[src/rtl/lasertag_pkg.sv]
// rtl/lasertag_pkg.sv - shared state codes, widths and default timing for the laser-tag unit
package lasertag_pkg;

  typedef enum logic [2:0] {
    ST_IDLE     = 3'd0,
    ST_FIRE     = 3'd1,
    ST_COOLDOWN = 3'd2,
    ST_RELOAD   = 3'd3,
    ST_DEAD     = 3'd4
  } state_t;

  localparam int AMMO_W   = 4;
  localparam int HEALTH_W = 4;

  // Defaults assume a 50 MHz system clock.
  localparam int DEF_FIRE_CYCLES     = 50000;
  localparam int DEF_COOLDOWN_CYCLES = 12500000;
  localparam int DEF_RELOAD_CYCLES   = 100000000;
  localparam int DEF_INVULN_CYCLES   = 50000000;
  localparam int DEF_MAX_AMMO        = 8;
  localparam int DEF_MAX_HEALTH      = 5;
  localparam int DEF_CNT_W           = 27;

endpackage

[src/rtl/phase_timer.sv]
// rtl/phase_timer.sv - loadable down-counter that parks at zero and flags it
module phase_timer #(
  parameter int CNT_W = 27
) (
  input  logic             clk,
  input  logic             rst,
  input  logic             load,
  input  logic [CNT_W-1:0] load_val,
  output logic             zero
);

  logic [CNT_W-1:0] cnt_q, cnt_d;

  // Load wins; otherwise count down and stop at zero so the counter never wraps.
  always_comb begin
    cnt_d = cnt_q;
    if (load) begin
      cnt_d = load_val;
    end else if (cnt_q != '0) begin
      cnt_d = cnt_q - CNT_W'(1);
    end
  end

  // Counter register.
  always_ff @(posedge clk or posedge rst) begin
    if (rst) begin
      cnt_q <= '0;
    end else begin
      cnt_q <= cnt_d;
    end
  end

  assign zero = (cnt_q == '0);

endmodule

[src/rtl/shot_ctrl.sv]
// rtl/shot_ctrl.sv - weapon/health sequencer: fire, cooldown, reload, hits and death
module shot_ctrl
  import lasertag_pkg::*;
#(
  parameter int FIRE_CYCLES     = DEF_FIRE_CYCLES,
  parameter int COOLDOWN_CYCLES = DEF_COOLDOWN_CYCLES,
  parameter int RELOAD_CYCLES   = DEF_RELOAD_CYCLES,
  parameter int INVULN_CYCLES   = DEF_INVULN_CYCLES,
  parameter int MAX_AMMO        = DEF_MAX_AMMO,
  parameter int MAX_HEALTH      = DEF_MAX_HEALTH,
  parameter int CNT_W           = DEF_CNT_W
) (
  input  logic                clk,
  input  logic                CLR,
  input  logic                shot,
  input  logic                hit,
  input  logic                reload_req,
  output logic                laser_on,
  output logic [AMMO_W-1:0]   ammo,
  output logic [HEALTH_W-1:0] health,
  output logic                dead,
  output logic                busy,
  output logic [2:0]          state,
  output logic                hit_pulse,
  output logic                empty_click
);

  localparam logic [AMMO_W-1:0]   AMMO_FULL   = AMMO_W'(MAX_AMMO);
  localparam logic [HEALTH_W-1:0] HEALTH_FULL = HEALTH_W'(MAX_HEALTH);

  state_t              state_q, state_d;
  logic [AMMO_W-1:0]   ammo_q, ammo_d;
  logic [HEALTH_W-1:0] health_q, health_d;
  logic                laser_on_q, laser_on_d;
  logic                busy_q, busy_d;
  logic                dead_q, dead_d;
  logic                hit_pulse_q, hit_pulse_d;
  logic                empty_click_q, empty_click_d;
  logic                shot_prev_q, hit_prev_q;

  logic                shot_rise, hit_rise, hit_ok;
  logic                phase_load, phase_zero;
  logic [CNT_W-1:0]    phase_val;
  logic                inv_load, inv_zero;

  assign shot_rise = shot & ~shot_prev_q;
  assign hit_rise  = hit & ~hit_prev_q;

  phase_timer #(.CNT_W(CNT_W)) u_phase (
    .clk      (clk),
    .rst      (CLR),
    .load     (phase_load),
    .load_val (phase_val),
    .zero     (phase_zero)
  );

  phase_timer #(.CNT_W(CNT_W)) u_invuln (
    .clk      (clk),
    .rst      (CLR),
    .load     (inv_load),
    .load_val (CNT_W'(INVULN_CYCLES - 1)),
    .zero     (inv_zero)
  );

  // Weapon sequencing, parallel hit handling, and a fatal hit overriding everything.
  always_comb begin
    state_d       = state_q;
    ammo_d        = ammo_q;
    health_d      = health_q;
    hit_pulse_d   = 1'b0;
    empty_click_d = 1'b0;
    phase_load    = 1'b0;
    phase_val     = '0;
    inv_load      = 1'b0;

    hit_ok = (state_q != ST_DEAD) && hit_rise && inv_zero && (health_q != '0);

    case (state_q)
      ST_IDLE: begin
        if (shot_rise) begin
          if (ammo_q != '0) begin
            state_d    = ST_FIRE;
            ammo_d     = ammo_q - AMMO_W'(1);
            phase_load = 1'b1;
            phase_val  = CNT_W'(FIRE_CYCLES - 1);
          end else begin
            empty_click_d = 1'b1;
          end
        end else if (reload_req && (ammo_q < AMMO_FULL)) begin
          state_d    = ST_RELOAD;
          phase_load = 1'b1;
          phase_val  = CNT_W'(RELOAD_CYCLES - 1);
        end
      end
      ST_FIRE: begin
        if (phase_zero) begin
          state_d    = ST_COOLDOWN;
          phase_load = 1'b1;
          phase_val  = CNT_W'(COOLDOWN_CYCLES - 1);
        end
      end
      ST_COOLDOWN: begin
        if (phase_zero) begin
          state_d = ST_IDLE;
        end
      end
      ST_RELOAD: begin
        if (phase_zero) begin
          state_d = ST_IDLE;
          ammo_d  = AMMO_FULL;
        end
      end
      ST_DEAD: begin
        state_d = ST_DEAD;
      end
      default: begin
        state_d = ST_IDLE;
      end
    endcase

    if (hit_ok) begin
      health_d    = health_q - HEALTH_W'(1);
      hit_pulse_d = 1'b1;
      inv_load    = 1'b1;
      // Last point of health: abandon whatever the weapon was doing this cycle.
      if (health_q == HEALTH_W'(1)) begin
        state_d       = ST_DEAD;
        ammo_d        = ammo_q;
        empty_click_d = 1'b0;
        phase_load    = 1'b0;
      end
    end

    laser_on_d = (state_d == ST_FIRE);
    busy_d     = (state_d == ST_FIRE) || (state_d == ST_COOLDOWN) || (state_d == ST_RELOAD);
    dead_d     = (state_d == ST_DEAD);
  end

  // State and registered outputs; prev flops reset high so held inputs make no edge.
  always_ff @(posedge clk or posedge CLR) begin
    if (CLR) begin
      state_q       <= ST_IDLE;
      ammo_q        <= AMMO_FULL;
      health_q      <= HEALTH_FULL;
      laser_on_q    <= 1'b0;
      busy_q        <= 1'b0;
      dead_q        <= 1'b0;
      hit_pulse_q   <= 1'b0;
      empty_click_q <= 1'b0;
      shot_prev_q   <= 1'b1;
      hit_prev_q    <= 1'b1;
    end else begin
      state_q       <= state_d;
      ammo_q        <= ammo_d;
      health_q      <= health_d;
      laser_on_q    <= laser_on_d;
      busy_q        <= busy_d;
      dead_q        <= dead_d;
      hit_pulse_q   <= hit_pulse_d;
      empty_click_q <= empty_click_d;
      shot_prev_q   <= shot;
      hit_prev_q    <= hit;
    end
  end

  assign laser_on    = laser_on_q;
  assign ammo        = ammo_q;
  assign health      = health_q;
  assign dead        = dead_q;
  assign busy        = busy_q;
  assign state       = state_q;
  assign hit_pulse   = hit_pulse_q;
  assign empty_click = empty_click_q;

endmodule

[config.mk]
export PLATFORM = sky130hd
export DESIGN_NAME = shot_ctrl
export DESIGN_NICKNAME = d
export VERILOG_FILES = /design/src/rtl/lasertag_pkg.sv /design/src/rtl/phase_timer.sv /design/src/rtl/shot_ctrl.sv
export SDC_FILE = /design/constraint.sdc
export NUM_CORES = 1
export LEC_CHECK = 0
export BUFFER_PORTS_ARGS = -buffer_cell sky130_fd_sc_hd__buf_2
export CAP_MARGIN = 20
export CORE_MARGIN = 5
export CORE_UTILIZATION = 57
export CTS_BUF_LIST = sky130_fd_sc_hd__clkbuf_2 sky130_fd_sc_hd__clkbuf_4 sky130_fd_sc_hd__clkbuf_8
export DETAILED_ROUTE_END_ITERATION = 8
export PLACE_DENSITY = 0.86
export SLEW_MARGIN = 15
export SYNTH_ARGS = -nofsm -noshare
export SYNTH_HDL_FRONTEND = slang
export SYNTH_SLANG_ARGS = --single-unit
[constraint.sdc]
create_clock -name clk -period 2.8 [get_ports clk]
set_clock_uncertainty 0.2 [all_clocks]
set_input_delay 0.56 -clock clk [delete_from_list [all_inputs] [get_ports clk]]
set_output_delay 0.56 -clock clk [all_outputs]
set_load 0.005 [all_outputs]
==> results of run 1 <==
## per-layer routing
layer  part of all wire [%]  up-vias  global-route usage (%)
met5                      0        -                       0
met4                    3.8        0                    10.3
met3                    5.4       38                    6.09
met2                     50      121                    38.0
met1                     41     1563                    26.1
li1                       -     1531                       -
## cells in the final DEF (no fill, tap or decap), drive strengths merged, types with 2 or more instances in the layout
| cell type | count |
|---|---|
| xor2 | 12 |
| dfstp | 5 |
| o21a | 2 |
| nand2b | 2 |
| buf | 41 |
| xnor2 | 19 |
| and2 | 4 |
| nor4 | 17 |
| or2b | 3 |
| nand4b | 2 |
| nor3 | 24 |
| clkbuf | 15 |
| nor2 | 31 |
| dfrtp | 67 |
| nor2b | 3 |
| nand4 | 11 |
| o21ai | 39 |
| ha | 7 |
| a21o | 2 |
| a21oi | 6 |
| and3 | 6 |
| mux2i | 5 |
| a221o | 2 |
| or2 | 2 |
| nand2 | 22 |
| and4 | 2 |
| or4b | 2 |
| o31ai | 7 |
| or3 | 14 |
| or4 | 14 |
| a211oi | 4 |
| nor3b | 3 |
| nand3 | 16 |
| inv | 12 |
## kinds of logic (layout without fill, tap and decap cells)
kind of cell | Yosys count | after routing
AOI/OAI and AO/OA | 72 | 72
xor gates and xnor gates | 31 | 31
adders and majority gates | 7 | 7
buffers and inverters | 15 | 69
DFF | 72 | 72
muxes | 5 | 5
and+or+nand+nor | 181 | 181
## worst max-delay path by stage
stage	start	cells after the start	to
6_report	health[0]$_DFFE_PP1P_	7	u_phase.cnt_q[8]$_DFFE_PP0P_
5_1_grt	health[0]$_DFFE_PP1P_	7	u_phase.cnt_q[8]$_DFFE_PP0P_
4_1_cts	health[0]$_DFFE_PP1P_	7	u_phase.cnt_q[15]$_DFFE_PP0P_
3_5_place_dp	health[0]$_DFFE_PP1P_	7	u_phase.cnt_q[15]$_DFFE_PP0P_
3_3_place_gp	health[0]$_DFFE_PP1P_	7	u_phase.cnt_q[15]$_DFFE_PP0P_
2_1_floorplan	health[0]$_DFFE_PP1P_	8	u_phase.cnt_q[8]$_DFFE_PP0P_
## registers in the layout (all words and copies together), names as in the netlist
signal and count:
laser_on 1, hit_prev_q 1, health 4, busy 1
shot_prev_q 1, empty_click 1, state 3, ammo 4
hit_pulse 1, u_phase.cnt_q 27, u_invuln.cnt_q 27, dead 1
## per-stage QoR
stage          instances  setup slack [ns]  instance area, sq um
2_1_floorplan        383             0.142                  3870
3_3_place_gp         501             0.138                  4220
3_5_place_dp         501            0.0526                  4220
4_1_cts              517            0.0321                  4400
5_1_grt              517            0.0170                  4400
6_report             517             0.110                  4400
## area by class of cell
cell class,count,area [sq um],share of cell area (%)
well taps,80,100,2.27
flip-flops and latches,72,1810,41.1
clock inverters,1,5.00,0.114
inverters,12,45.0,1.02
multi-input cells,296,2000,45.4
repair buffers,41,270,6.14
clock buffers,15,175,3.98
## worst register-to-register path: stages, from the launching register on
cell and delay [ns]:
sky130_fd_sc_hd__dfstp_2 0.55, sky130_fd_sc_hd__inv_1 0.07, sky130_fd_sc_hd__ha_1 0.21, sky130_fd_sc_hd__nor3b_1 0.15
sky130_fd_sc_hd__or3_1 0.45, sky130_fd_sc_hd__or4_4 0.55, sky130_fd_sc_hd__o21a_4 0.17, sky130_fd_sc_hd__o32ai_2 0.25
## timing repair
item,4_1_cts,5_1_grt
endpoints found under the setup margin,0,12
buffers inserted,0,0
resized for setup,0,2
## power groups by stage
stage | Clock, mW | Sequential, mW | Combinational (mW)
final | 0.740 | 1.65 | 0.945
after global routing | 0.803 | 1.68 | 1.07
after CTS | 0.756 | 1.63 | 0.943
after detailed placement | 0 | 1.64 | 0.939
after global placement | 0 | 1.63 | 0.903
after floorplan | 0 | 1.58 | 0.708
==> run summary, run 1 <==
The run finished with clean final reports. Y dimension of the die: 92.4 microns. Each instance of the synthesized netlist takes up on average 10.1 sq um. The final count of hold timing violations is 0, and the overall power after layout is 3.33 mW. sky130_fd_sc_hd__dfrtp_1 is the most common cell in the netlist. For this run, the slowest stage of the critical path takes 0.55 ns.

Total global routing track utilization: 22.3%. The kind of cell with the highest combined delay along the critical path is simple AND/OR/NAND/NOR gates. The tools report the number of global-route vias before repair as 3348.

Predominant post-synthesis flop cell: sky130_fd_sc_hd__dfrtp_1. By count the netlist is led by 67 x sky130_fd_sc_hd__dfrtp_1, 31 x sky130_fd_sc_hd__o21ai_0, 30 x sky130_fd_sc_hd__nor2_1. The part of the total power dissipated in combinational logic came out at 28.4%.

After floorplanning, the core was sized to cover 6680 sq um. The Yosys step of the flow raised 0 warnings. The count of nets after finishing came out at 444. The first global-routing pass estimated 15300 microns of wire. The maximum number of pins on one net before global-route repair is 51, and the width of the chip is 92.4 microns. After synthesis, flip-flops and latches occupy 46.7% of the total area. The cell area that synthesis handed to floorplanning was 3870 sq um. At the worst endpoint, the required time is 2.85 ns. The logs give 383 for the number of standard cells after synthesis and 0 for the total DRC errors in the routed layout. In this run, flip-flops and latches consume 49.4% of the power. After Yosys synthesis, full adders, half adders and majority gates account for 2.26% of the synthesized area.

The signal on the critical path passes through inv_1 -> ha_1 -> nor3b_1 -> or3_1 -> or4_4 -> o21a_4 -> o32ai_2. The run gives 0 as the number of buffers added to fix hold violations after cts. The sum of buffers and inverters on the critical path is 1, and the highest clock frequency the design can meet is 0.372 GHz.

Hold timing on the final database bottoms out at a slack of 0.0243 ns. Input and output buffers added on the ports amount to 20. In the final timing run, aggregate negative setup slack is 0 ns. Across the VDD grid, the largest voltage drop is 0.519 mV.

The number of antenna diodes in the final layout is 0. The final worst-path cycle share is 96.1%, and the static leakage is 1.81 nW. The clock net in this run drives a total of 72 sinks. The total via count in the routed design came out at 3253. Compared with the post-synthesis result, the final layout area differs by 13.7%. End of the worst register-to-register path: u_phase.cnt_q[8]$_DFFE_PP0P_. The launching element type of the critical path was a register.

The worst register-to-register path has a setup slack of 0.11 ns. Counting flops and latches in the post-synthesis netlist gives 72. No sink is reached through more buffers than the 2 on the longest clock path.

By area the synthesized netlist is led by sky130_fd_sc_hd__dfrtp_1 43%, sky130_fd_sc_hd__xnor2_1 4.3%, sky130_fd_sc_hd__o21ai_0 4.0%. For the number of search-and-repair iterations in the first detailed-routing pass, the log shows 5. The post-layout minimum cycle time was 2.69 ns. The netlist uses 62 different library cells. Detailed placement ended at an HPWL of 6440 microns.

The logs give 8660 microns for the routed wire length and 61.4% for the relative slew slack. At the end of routability-driven placement, the weighted congestion stood at 0.972. Setup violations remaining at the end of the flow were counted as 0. In this run the critical register-to-register path is launched from health[0]$_DFFE_PP1P_. The proportion of layout cells with a drive suffix above 1 is 20.6%. Along the worst path, the maximum fanout reaches 11. The clock network is responsible for 22.2% of the overall power. For the area of the die, the log shows 8540 sq um. Power spread over the standard cell area amounts to 757 nW/um^2. In this run, synthesis inferred 0 flip-flops with an integrated enable. Counting the buffers created by CTS gives 9.

The buffer cell driving the clock tree root is sky130_fd_sc_hd__clkbuf_8. Of the post-synthesis cell area, the dominant cell type holds 43.3%. The leading area contributor after synthesis was sky130_fd_sc_hd__dfrtp_1. After detailed routing, the number of vias per cell comes to 6.29.

The fraction of power spent switching nets is 35.7%, and the initial DRC count is 147. For the pin with the worst max-slew slack, the measured transition is 0.579 ns. The net switching power was 1.19 mW; the clock transition at the register clock pins on the worst setup and hold paths after CTS was 0.07 ns. TritonCTS built the clock tree. STA classifies the critical path endpoint as a register.

Setup repair after global routing left no endpoint under its margin. The dominant combinational cell family by area after synthesis is simple AND/OR/NAND/NOR gates. In this run the core area contains 30 standard-cell rows. Share of the core filled with cells: 65.9%. Once the floorplan was initialized, standard cells occupied 57.9% of the core. The total overflow left after global routing is 0. The worst min-delay path category is input port to async pin.

Clock latency on the worst-skew pair, taken at its later pin, is 0.34 ns. Max-cap violations in this run came to 0. The slowest stage of the critical path belongs to the cell sky130_fd_sc_hd__dfstp_2. When the netlist entered floorplanning its net count stood at 395.

In this run the remaining antenna-violating nets after routing total 0. 21 I/O pins were placed. The filler cells instantiated in the layout total 509. The maximum level of the CTS H-tree is 3, and the synthesized-area fraction occupied by xor and xnor cells is 7.02%. Dividing the detail-routed wire length by the instance count gives 16.7 microns. The synthesized netlist devotes 28.7% of its cell area to simple gates. The async set or reset register ratio after synthesis is 100%, and the arrival time at the worst endpoint is 2.74 ns. The run gives 2.14 mW as the internal power.

The share of cell area taken by muxes after synthesis is 1.29%, and the number of pins with negative max-slew slack in the final report is 0. By startpoint and endpoint, the worst setup path is classified as register to register. For the worst flop-to-flop path, the logic depth is 7. The synthesized netlist devotes 12.3% of its cell area to compound gates. The tools report the number of antenna violations at the first check in global routing as 0.
No activity file was read; power rests on OpenSTA's default activity.
==> run 2, diff against run 1 <==
Settings changed: ABC_AREA from default to 1, CORE_UTILIZATION 57 to 58, PLACE_DENSITY 0.86 to 0.87.
==> run summary, run 2 <==
The flow ran to the end, and the final reports show no timing, DRC or antenna violations. The logs give 0 (unchanged) for the post-cts gate resize count and 2.27 nW (+26%) for the static leakage. STA classifies the critical path endpoint as a register. The library cell with the highest instance count after synthesis was sky130_fd_sc_hd__nand2_1. The area occupied by multi-input gates was 2070 sq um (+3.4%). The total global routing track utilization was 23.6% (+1.3 points); the worst IR drop on VDD was 0.276 mV (-47%).

The largest total area in the synthesized netlist belongs to sky130_fd_sc_hd__dfrtp_1. STA classifies the critical path startpoint as a register. The number of different library cells in the post-synthesis netlist is 34 (-45%), and the post-synthesis average cell area is 7.56 sq um (-25%). By count the netlist is led by 125 x sky130_fd_sc_hd__nand2_1, 104 x sky130_fd_sc_hd__nor2_1, 68 x sky130_fd_sc_hd__inv_1.

The run gives 9030 sq um (+5.8%) as the area of the die. The proportion of netlist area held by the largest area contributor was 40.0% (-3.3 points); the number of buffers inserted during clock tree synthesis was 9 (unchanged). The flip-flop and latch count after synthesis was 72 (unchanged).

The post-detailed-route via-to-cell ratio came out at 5.38 (-14%). The maximum number of pins on one net before global-route repair is 45 (-12%), and the arrival time at the worst endpoint is 2.47 ns (-0.27 ns). The width of the chip works out to 95.0 microns (+2.9%). The post-layout minimum cycle time was 2.47 ns (-0.221 ns). The maximum buffer depth of the clock tree is 2 (unchanged), and the number of filler instances in the final layout is 626 (+23%). The number of standard cells after synthesis was 555 (+45%). The path class of the tightest hold or removal check is input port to async pin.

Leaving out fill and tap cells, the most frequent cell in the layout is sky130_fd_sc_hd__nand2_1. The worst-path cell with the longest stage delay was sky130_fd_sc_hd__dfstp_2. By area the synthesized netlist is led by sky130_fd_sc_hd__dfrtp_1 40%, sky130_fd_sc_hd__nand2_1 11%, sky130_fd_sc_hd__nor2_1 9.3%.

The tools report the number of search-and-repair iterations in the first detailed-routing pass as 5 (unchanged). By instance count, the cell type seen most on the critical path is sky130_fd_sc_hd__inv_1. In this run the worst setup path begins at health[0]$_DFFE_PP1P_. The number of inserted diodes was 0 (unchanged). The slew at the pin with the worst max-slew slack was 0.648 ns (+0.0689 ns); the count of nets after finishing was 593 (+34%). The number of pins with negative max-slew slack in the final report is 0 (unchanged), and the routed wire length is 9640 microns (+11%). Placement row count: 31 (+3.3%). The largest registers in the layout are u_invuln.cnt_q: 27 flops, u_phase.cnt_q: 27 flops. Number of failing setup endpoints in the final timing report: 0 (unchanged). The number of setup buffers added after CTS is 0 (unchanged). The number of antenna violations at the first check in global routing was 0 (unchanged). The proportion of layout cells with a drive suffix above 1 is 12.8% (-7.8 points), and the area of the mapped netlist is 4190 sq um (+8.4%). Setup repair after global routing left no endpoint under its margin. The run gives 3686 (+13%) as the total via count in the routed design. The initial cell density of the core was 58.8% (+0.84 points).

The reg-to-reg critical path startpoint is health[0]$_DFFE_PP1P_. The core footprint is 7140 sq um (+6.8%), and the max-cap violation count is 0 (unchanged). Worst setup slack after layout: 0.331 ns (+0.221 ns).

Among all flip-flop cells after synthesis, the most frequent one is sky130_fd_sc_hd__dfrtp_1. The type of the worst setup path was register to register. The net switching power was 519 uW (-56%).

The tools report the area taken by flip-flops and latches as 1810 sq um (unchanged). The final worst-path cycle share works out to 88.2% (-7.9 points). The number of enable-type register cells in the synthesized netlist was 0 (unchanged).

The tools report the number of buffers added to fix hold violations after cts as 0 (unchanged). The relative slew slack was 56.3% (-5.0 points). TritonCTS built the clock tree.

The top-level port count is 21 (unchanged). The peak per-stage delay on the critical path was 0.54 ns (about the same). The post-synthesis to final-layout area growth was 9.58%. The post-detailed-route count of antenna-violating nets came out at 0 (unchanged). The run gives 0.894 (-8.0%) as the global placer's final weighted congestion.

The wire length of the first global-routing pass is 16500 microns (+8.0%). The net count after synthesis is 567 (+44%). Leaving out fill and tap cells, the most frequent cells in the layout are 125 x sky130_fd_sc_hd__nand2_1, 104 x sky130_fd_sc_hd__nor2_1, 67 x sky130_fd_sc_hd__inv_1, 67 x sky130_fd_sc_hd__dfrtp_1, 33 x sky130_fd_sc_hd__nand3_1.

Clock tree synthesis selected as its root buffer the cell sky130_fd_sc_hd__clkbuf_8. The worst slack at placement is 0.286 ns (+0.233 ns), and the top fanout value on the critical path is 20 (+9). The tools report the sum of negative setup slack as 0 ns (unchanged).

The total power per unit cell area is 465 nW/um^2 (-39%). Traced cell by cell, the critical path runs through inv_1 -> ha_1 -> nand3_1 -> inv_1 -> nor3_2 -> nand3_4 -> a21oi_4 -> a21oi_1. The sequential fraction of the synthesis area was 43.1% (-3.6 points). The maximum level of the CTS H-tree is 3 (unchanged). The clock latency at the later pin of the worst-skew pair was 0.35 ns (about the same); the clock transition at the register clock pins on the worst setup and hold paths after CTS was 0.08 ns (about the same). The cell family contributing the most delay on the critical path is compound AO/OA/AOI/OAI gates. The final count of hold timing violations came out at 0 (unchanged). The logs give 214 (+46%) for the initial DRC count and 7170 microns (+11%) for the HPWL after detailed placement. The share of the core filled with cells was 64.4% (-1.5 points); the part of the total power dissipated in combinational logic was 7.2% (-21 points). The tools report the number of clock sinks seen by CTS as 72 (unchanged). The run gives 4600 sq um (+4.4%) as the final design area excluding fillers. For the count of warnings emitted by yosys, the log shows 0 (unchanged).

The total DRC errors in the routed layout is 0 (unchanged). The run gives 0 (unchanged) as the sum of overflow across all layers after global routing. The routed wirelength normalized by instance count was 14.1 microns (-16%); the post-placement cell area was 4380 sq um (+3.9%).

The proportion of power drawn by flip-flops and latches is 52.4% (+3.0 points), and the internal power is 1.62 mW (-25%). The run gives 40.4% (+18 points) as the clock group share of total power. The number of global-route vias before repair came out at 3642 (+8.8%). The async set or reset register ratio after synthesis was 100% (unchanged). The highest clock frequency the design can meet was 0.405 GHz (+9.0%); the worst hold margin was 0.0812 ns (+0.0569 ns).

The number of buffers added on ports came out at 20 (unchanged). Y dimension of the die: 95.0 microns (+2.9%). The fraction of power spent switching nets is 24.3% (-11 points). The worst path required time is 2.81 ns (-0.04 ns), and the sum of buffers and inverters on the critical path is 2 (+1).
==> run 2: cell types whose count changed after synthesis, sizes merged, moves of 18 or more <==
cell   previous run  this run
a21oi             6        27
inv              12        72
nand2            22       132
nand3            16        35
nor2             31       119
nor3             24         6
o21ai            39        21
==> run 2: worst reg2reg max path, stage by stage (launching register included) <==
cell	delay, ns
sky130_fd_sc_hd__dfstp_2	0.54
sky130_fd_sc_hd__inv_1	0.07
sky130_fd_sc_hd__ha_1	0.22
sky130_fd_sc_hd__nand3_1	0.11
sky130_fd_sc_hd__inv_1	0.06
sky130_fd_sc_hd__nor3_2	0.27
sky130_fd_sc_hd__nand3_4	0.23
sky130_fd_sc_hd__a21oi_4	0.53
sky130_fd_sc_hd__a21oi_1	0.09
==> run 2: stage by stage <==
stage / instances / total power, mW
floorplan: 555 / 1.25
global placement: 669 / 1.28
CTS: 685 / 2.15
detailed placement: 669 / 1.29
global route: 685 / 2.22
finish: 685 / 2.14
==> run 2: cell families (layout without fill, tap and decap cells) <==
logic type / count (synthesis) / in the layout / share of synthesized area [%]
buffers and inverters: 78 / 109 / 7.73
XOR/XNOR: 37 / 37 / 7.73
flip-flops: 72 / 72 / 43.1
adder cells (fa/ha/maj): 7 / 7 / 2.09
AO/OA/AOI/OAI: 53 / 53 / 7.13
AND/OR/NAND/NOR: 308 / 308 / 32.2
==> run 2: path summary, 6_finish.rpt <==
| kind | end | slack (ns) | cells after the start |
|---|---|---|---|
| worst max-delay path | u_phase.cnt_q[4]$_DFFE_PP0P_ | 0.33 | 8 |
| worst min-delay path | hit_pulse$_DFF_PP0_ | 0.08 | 2 |
| worst max register to register | u_phase.cnt_q[4]$_DFFE_PP0P_ | 0.33 | 8 |
| worst min register to register | u_invuln.cnt_q[1]$_DFFE_PP0P_ | 0.30 | 2 |
| max in group asynchronous | ammo[3]$_DFFE_PP1P_ | 1.61 | 3 |
| min in group clk | hit_prev_q$_DFF_PP1_ | 0.11 | 1 |
==> run 2: per-layer routing <==
layer / track usage [%] / vias to the layer above / routed length, microns
met4: 14.5 / 0 / 437
met5: 0 / - / 0
met2: 41.5 / 114 / 4870
li1: - / 1794 / -
met3: 3.31 / 36 / 480
met1: 27.1 / 1742 / 3850
==> run 2: layout make-up <==
type / count / share of cell area, %
Inverter: 72 / 5.88
Tap cell: 99 / 2.70
Sequential cell: 72 / 39.3
Timing Repair Buffer: 21 / 2.61
Clock inverter: 3 / 0.871
Multi-Input combinational cell: 405 / 45.0
Clock buffer: 13 / 3.62
==> run 2: power by group through the flow <==
stage | combinational (mW) | clock (mW) | sequential, mW
floorplan | 0.120 | 0 | 1.13
global placement | 0.146 | 0 | 1.13
detailed placement | 0.153 | 0 | 1.14
CTS | 0.156 | 0.875 | 1.12
global route | 0.179 | 0.921 | 1.12
finish | 0.155 | 0.862 | 1.12
